**config.mk**
```make
export PLATFORM = sky130hd
export DESIGN_NAME = sprite_motion_ctrl_flat
export DESIGN_NICKNAME = d
export VERILOG_FILES = /design/src/rtl/sprite_pkg.sv /design/src/rtl/sprite_motion_ctrl_if.sv /design/src/rtl/axis_stepper.sv /design/src/rtl/sprite_motion_ctrl.sv /design/src/flat_wrapper.sv
export SDC_FILE = /design/constraint.sdc
export NUM_CORES = 1
export LEC_CHECK = 0
export CELL_PAD_IN_SITES_DETAIL_PLACEMENT = 1
export CELL_PAD_IN_SITES_GLOBAL_PLACEMENT = 2
export CORE_MARGIN = 4
export CORE_UTILIZATION = 37
export CTS_CLUSTER_DIAMETER = 60
export DETAILED_ROUTE_END_ITERATION = 10
export PLACE_DENSITY = 0.92
export SLEW_MARGIN = 20
export SYNTH_ARGS = -nofsm -noshare
export SYNTH_HDL_FRONTEND = slang
export SYNTH_SLANG_ARGS = --single-unit
```
**constraint.sdc**
```tcl
create_clock -name clk -period 3 [get_ports clk]
set_input_delay 0.6 -clock clk [delete_from_list [all_inputs] [get_ports clk]]
set_output_delay 0.6 -clock clk [all_outputs]
set_load 0.05 [all_outputs]
```
**src/rtl/sprite_pkg.sv**
```systemverilog
// sprite_pkg: shared FSM state, screen geometry and play-area limit helpers for the sprite mover.
package sprite_pkg;
  typedef enum logic [1:0] {IDLE, STEP, DONE} state_t;
  localparam int H_VISIBLE = 640;
  localparam int V_VISIBLE = 480;
  localparam int PAD = 50;
  function automatic int max_x(int h_vis, int obj_w, int pad);
    return h_vis - pad - obj_w;
  endfunction
  function automatic int max_y(int v_vis, int obj_h, int pad);
    return v_vis - pad - obj_h;
  endfunction
endpackage

```
**src/rtl/sprite_motion_ctrl_if.sv**
```systemverilog
// sprite_motion_ctrl_if: frame control inputs and published sprite state for the renderer.
interface sprite_motion_ctrl_if #(parameter int SPEED_W = 3);
  logic frame_start, pause;
  logic [SPEED_W-1:0] speed;
  logic [9:0] obj_x, obj_y;
  logic dir_right, dir_down, bounce_x, bounce_y, corner_hit, busy;
  logic [2:0] color_idx;
  modport master(output frame_start, pause, speed,
                 input obj_x, obj_y, dir_right, dir_down, bounce_x, bounce_y, corner_hit, color_idx, busy);
  modport slave(input frame_start, pause, speed,
                output obj_x, obj_y, dir_right, dir_down, bounce_x, bounce_y, corner_hit, color_idx, busy);
endinterface

```
**src/rtl/axis_stepper.sv**
```systemverilog
// axis_stepper: one axis of working position, direction and per-frame hit flag with clamped bouncing.
module axis_stepper #(
  parameter int LO = 50,
  parameter int HI = 497,
  parameter int INIT = 50
) (
  input  logic       clk,
  input  logic       rst_n,
  input  logic       clr,
  input  logic       step,
  output logic [9:0] pos,
  output logic       dir,
  output logic       hit
);
  if (INIT < LO || INIT > HI) begin : g_bad_init
    $error("axis_stepper: INIT outside legal range");
  end
  logic [10:0] p;
  logic at_lim;
  assign p = {1'b0, pos};
  assign at_lim = dir ? p >= 11'(HI) : p <= 11'(LO);
  // A step at the limit only reverses, so the position never leaves [LO, HI].
  always_ff @(posedge clk or negedge rst_n)
    if (!rst_n) begin
      pos <= 10'(INIT);
      dir <= 1'b1;
      hit <= 1'b0;
    end else begin
      if (clr) hit <= 1'b0;
      if (step && at_lim) begin
        dir <= !dir;
        hit <= 1'b1;
      end else if (step) pos <= dir ? pos + 10'd1 : pos - 10'd1;
    end
endmodule

```
**src/rtl/sprite_motion_ctrl.sv**
```systemverilog
// sprite_motion_ctrl: per-frame scheduler applying speed single-pixel steps and publishing the sprite state.
module sprite_motion_ctrl #(
  parameter int H_VISIBLE = sprite_pkg::H_VISIBLE,
  parameter int V_VISIBLE = sprite_pkg::V_VISIBLE,
  parameter int OBJ_W = 93,
  parameter int OBJ_H = 50,
  parameter int PAD = sprite_pkg::PAD,
  parameter int X_INIT = 50,
  parameter int Y_INIT = 50,
  parameter int SPEED_W = 3
) (
  input logic clk,
  input logic rst_n,
  sprite_motion_ctrl_if.slave bus
);
  import sprite_pkg::*;
  localparam int MAX_X = max_x(H_VISIBLE, OBJ_W, PAD);
  localparam int MAX_Y = max_y(V_VISIBLE, OBJ_H, PAD);
  state_t state;
  logic [SPEED_W-1:0] step_cnt;
  logic accept, step, hit_x, hit_y;
  logic [9:0] work_x, work_y;
  assign accept = state == IDLE && bus.frame_start && !bus.pause && |bus.speed;
  assign step = state == STEP;
  assign bus.busy = state != IDLE;
  axis_stepper #(.LO(PAD), .HI(MAX_X), .INIT(X_INIT)) u_x (
    .clk(clk), .rst_n(rst_n), .clr(accept), .step(step),
    .pos(work_x), .dir(bus.dir_right), .hit(hit_x));
  axis_stepper #(.LO(PAD), .HI(MAX_Y), .INIT(Y_INIT)) u_y (
    .clk(clk), .rst_n(rst_n), .clr(accept), .step(step),
    .pos(work_y), .dir(bus.dir_down), .hit(hit_y));
  always_ff @(posedge clk or negedge rst_n)
    if (!rst_n) begin
      state <= IDLE;
      step_cnt <= '0;
      bus.obj_x <= 10'(X_INIT);
      bus.obj_y <= 10'(Y_INIT);
      bus.bounce_x <= 1'b0;
      bus.bounce_y <= 1'b0;
      bus.corner_hit <= 1'b0;
      bus.color_idx <= 3'd0;
    end else begin
      bus.bounce_x <= 1'b0;
      bus.bounce_y <= 1'b0;
      bus.corner_hit <= 1'b0;
      case (state)
        IDLE: if (accept) begin
          step_cnt <= bus.speed;
          state <= STEP;
        end
        STEP: begin
          step_cnt <= step_cnt - SPEED_W'(1);
          if (step_cnt == SPEED_W'(1)) state <= DONE;
        end
        DONE: begin
          bus.obj_x <= work_x;
          bus.obj_y <= work_y;
          bus.bounce_x <= hit_x;
          bus.bounce_y <= hit_y;
          bus.corner_hit <= hit_x && hit_y;
          if (hit_x || hit_y) bus.color_idx <= bus.color_idx + 3'd1;
          state <= IDLE;
        end
        default: state <= IDLE;
      endcase
    end
endmodule

```
**src/flat_wrapper.sv**
```systemverilog
// flat-port wrapper written by rule: the top's interface ports become plain ports
module sprite_motion_ctrl_flat import sprite_pkg::*;
#(
  parameter int H_VISIBLE = sprite_pkg::H_VISIBLE,
  parameter int V_VISIBLE = sprite_pkg::V_VISIBLE,
  parameter int OBJ_W = 93,
  parameter int OBJ_H = 50,
  parameter int PAD = sprite_pkg::PAD,
  parameter int X_INIT = 50,
  parameter int Y_INIT = 50,
  parameter int SPEED_W = 3
)
  (clk, rst_n, bus_frame_start, bus_pause, bus_speed, bus_obj_x, bus_obj_y, bus_dir_right, bus_dir_down, bus_bounce_x, bus_bounce_y, bus_corner_hit, bus_color_idx, bus_busy);
  sprite_motion_ctrl_if #(.SPEED_W(SPEED_W)) bus_i ();
  input logic clk;
  input logic rst_n;
  input wire logic [$bits(bus_i.frame_start)-1:0] bus_frame_start;
  input wire logic [$bits(bus_i.pause)-1:0] bus_pause;
  input wire logic [$bits(bus_i.speed)-1:0] bus_speed;
  output wire logic [$bits(bus_i.obj_x)-1:0] bus_obj_x;
  output wire logic [$bits(bus_i.obj_y)-1:0] bus_obj_y;
  output wire logic [$bits(bus_i.dir_right)-1:0] bus_dir_right;
  output wire logic [$bits(bus_i.dir_down)-1:0] bus_dir_down;
  output wire logic [$bits(bus_i.bounce_x)-1:0] bus_bounce_x;
  output wire logic [$bits(bus_i.bounce_y)-1:0] bus_bounce_y;
  output wire logic [$bits(bus_i.corner_hit)-1:0] bus_corner_hit;
  output wire logic [$bits(bus_i.color_idx)-1:0] bus_color_idx;
  output wire logic [$bits(bus_i.busy)-1:0] bus_busy;
  assign bus_i.frame_start = bus_frame_start;
  assign bus_i.pause = bus_pause;
  assign bus_i.speed = bus_speed;
  assign bus_obj_x = bus_i.obj_x;
  assign bus_obj_y = bus_i.obj_y;
  assign bus_dir_right = bus_i.dir_right;
  assign bus_dir_down = bus_i.dir_down;
  assign bus_bounce_x = bus_i.bounce_x;
  assign bus_bounce_y = bus_i.bounce_y;
  assign bus_corner_hit = bus_i.corner_hit;
  assign bus_color_idx = bus_i.color_idx;
  assign bus_busy = bus_i.busy;
  sprite_motion_ctrl #(.H_VISIBLE(H_VISIBLE), .V_VISIBLE(V_VISIBLE), .OBJ_W(OBJ_W), .OBJ_H(OBJ_H), .PAD(PAD), .X_INIT(X_INIT), .Y_INIT(Y_INIT), .SPEED_W(SPEED_W)) u_core (.clk(clk), .rst_n(rst_n), .bus(bus_i));
endmodule
```
==> metrics.yaml <==
nFillCells: 941
syn_nets: 327
dpl_worst_slack_ns: 0.439
endpoint: "u_core.u_x.pos[8]"
drt-vias-per-instance: 5.47
drtIter0Drc: 58
ant_nets: 0
status: "complete, no violations"
r2r_end: "u_core.u_x.pos[8]"
hold_viol: 0
setup.worst_path.start_class: "flip-flop"
netlist_top_cells_count: "dfrtp_1, nand2_1, mux2_2"
power.density_mw_per_mm2: 814
hold_buffers: 0
cts_buffers: 5
ys_warn_count: 0
rr_startpoint: "u_core.u_x.dir"
setup_tns_ns: 0
drive_gt1_share_pct: 17.4
leakage_nw: 1.71
vias: 2428
power_frac_clock_pct: 13.7
antenna_cells: 0
crit_start: "u_core.u_x.dir"
p_int_w: 0.00174
drv_cap: 0
core_mm2: 0.00826
final_cells: 444
cts_tree: "built"
synth_edf_count: 0
clk_path_buf_depth: 2
relSlewSlack_pct: 43.8
max_freq_mhz: 388
async_flop_share_pct: 100
clockRootBuffer: "clkbuf_8"
dpl.cell_count: 436
crit_arrival_ns: 2.78
crit_required_ns: 3.21
hp-class: "input pin to async pin"
syn_inst: 299
wl_per_cell_um: 16.9
worst_pin_slew_ns: 0.836
grt_pass1_vias: 2646
die_h_um: 100
area_growth_syn_to_layout_pct: 17.5
yosys.area.top_type_share_pct: 32.5
drt_wl_total_mm: 7.49
report.final.slew_viol_count: 0
post_cts_resized: 0
die_w_um: 100
synth_cell_type_count: 57
clk_pin_slew_worst_paths_ns: 0.10
combinationalPowerShare_pct: 47.7
ir_drop_mv: 0.363
routabilityCongestion: 0.804
finalSetupViolations: 0
critical_path.max_fanout: 11
swShare_pct: 42.5
grt_overflow: 0
crit_type: "flip-flop to flip-flop"
grt_pass1_wl_mm: 13.0
die_area_mm2: 0.0101
final.min_clock_period_ns: 2.58
ys_ff_latch: 55
synth_area_mm2: 0.00316
cts.sinks: 55
fin_crit_sh_pct: 85.9
nets: 366
cts_max_level: 2
num_rows: 33
first_pass_iters: 3
hpwl_mm: 5.70
avgSynthCellArea_um2: 10.6
yosysSeqAreaShare_pct: 44.1
track_usage_pct: 16.1
finalClockSkew_ns: 0.0120
r2r_slack_ns: 0.42
synthTopCellsByArea: "dfrtp_1, dfstp_2, mux2_2"
initial_core_util_pct: 38.3
drc_errors: 0
rsz0062_at_grt: "false"
grt_start_max_net_pins: 23
r2r_cells: 7
ios: 36
ys.flop_type: "dfrtp_1"
antenna_found_initial: 0
p_sw_w: 0.00129
yosys.area.top_type: "dfrtp_1"
setup_slack_ns: 0.424
sequentialPowerShare_pct: 38.6
cts_setup_buffers: 0
clk_latency_ns: 0.31
portBuffers: 35
critPathCaptureType: "flip-flop"
yosysMostFrequentCell: "dfrtp_1"
==> state kept, by name (all words and copies together), names as in the netlist <==
signal                 flops
u_core.u_y.hit             1
u_core.bus.color_idx       3
u_core.step_cnt            3
u_core.u_x.hit             1
u_core.bus.bounce_x        1
u_core.u_y.dir             1
u_core.u_y.pos            10
u_core.u_x.dir             1
u_core.state               2
u_core.bus.obj_x          10
u_core.bus.corner_hit      1
u_core.u_x.pos            10
u_core.bus.bounce_y        1
u_core.bus.obj_y          10
==> cells by family (layout without fill, tap and decap cells) <==
| group | Yosys count | in the layout | synth area share, % |
|---|---|---|---|
| simple gates | 83 | 83 | 14.2 |
| xor+xnor | 14 | 14 | 3.88 |
| flops | 55 | 55 | 44.1 |
| mux | 26 | 26 | 9.42 |
| buf+inv | 23 | 63 | 3.25 |
| compound gates | 77 | 77 | 16.4 |
| fa+ha+maj | 21 | 21 | 8.79 |
==> worst min-delay path by stage <==
stage	depth (start not counted)	slack [ns]	end
3_5_place_dp	1	0.48	u_core.bus.color_idx[2]
2_1_floorplan	0	0.30	u_core.bus.bounce_x
3_3_place_gp	1	0.46	u_core.bus.color_idx[2]
4_1_cts	1	0.18	u_core.bus.obj_x[3]
5_1_grt	1	0.20	u_core.u_x.pos[3]
6_report	1	0.18	u_core.u_x.pos[3]
==> power by group through the flow <==
stage / Combinational [W] / Clock [W] / Sequential, W
3_5_place_dp: 0.00146 / 0 / 0.00118
2_1_floorplan: 0.000805 / 0 / 0.00141
5_1_grt: 0.00159 / 0.000459 / 0.00120
4_1_cts: 0.00146 / 0.000435 / 0.00117
6_report: 0.00144 / 0.000414 / 0.00117
3_3_place_gp: 0.00141 / 0 / 0.00117
==> metal layers <==
layer | global-route usage [%] | vias to the layer above | wire length [um] | share of wire, %
met4 | 3.83 | 0 | 67 | 0.89
li1 | - | 1162 | - | -
met5 | 0 | - | 0 | 0
met1 | 20.6 | 1227 | 3390 | 45
met3 | 2.78 | 6 | 220 | 2.9
met2 | 28.2 | 33 | 3810 | 51
==> stage by stage <==
step                      cell area (um2)  utilization (%)  hold slack [ns]  power, W
after floorplan                      3160                -            0.304   0.00222
after global routing                 3710             45.0            0.202   0.00325
after detailed placement             3630             43.9            0.482   0.00264
after CTS                            3710             45.0            0.184   0.00307
final                                3710             45.0            0.185   0.00302
after global placement               3630             43.9            0.461   0.00258
==> placed cells by master, fill, tap and decap left out, types with 3 or more instances in the layout <==
master,netlist,routed
a211o_1,5,5
xor2_1,4,4
dfstp_2,14,14
o21ai_0,18,18
inv_1,15,15
buf_4,0,5
nor2_1,8,8
dfrtp_1,41,41
and2_1,3,3
or3_1,3,3
clkdlybuf4s50_1,0,34
o31ai_1,4,4
o21a_1,5,5
mux2_2,22,22
a211oi_1,4,4
nor2b_1,5,5
nand2b_1,4,4
nand2_1,27,27
nand3_1,8,8
a21oi_1,15,15
xnor2_1,10,10
or2_2,3,3
a21o_1,3,3
and3_1,4,4
nor3_1,4,4
o211ai_1,3,3
nor4_1,4,4
clkbuf_8,0,5
ha_1,19,19
==> critical path, stage by stage (launching register included) <==
cell and delay [ns]:
dfstp_2 0.60, inv_1 0.22, ha_1 0.43, nor2b_4 0.15
o31a_1 0.29, o311a_1 0.30, a211o_1 0.22, mux2_4 0.25
==> layout make-up <==
| class | instances | area [um2] | area share, % |
|---|---|---|---|
| Multi-Input combinational cell | 221 | 1660 | 44.8 |
| Sequential cell | 55 | 1390 | 37.5 |
| Timing Repair Buffer | 40 | 383 | 10.3 |
| Tap cell | 105 | 131 | 3.54 |
| Clock buffer | 7 | 76.3 | 2.06 |
| Inverter | 15 | 56.3 | 1.52 |
| Clock inverter | 1 | 7.51 | 0.202 |
Power figures use the tool's default switching activity.
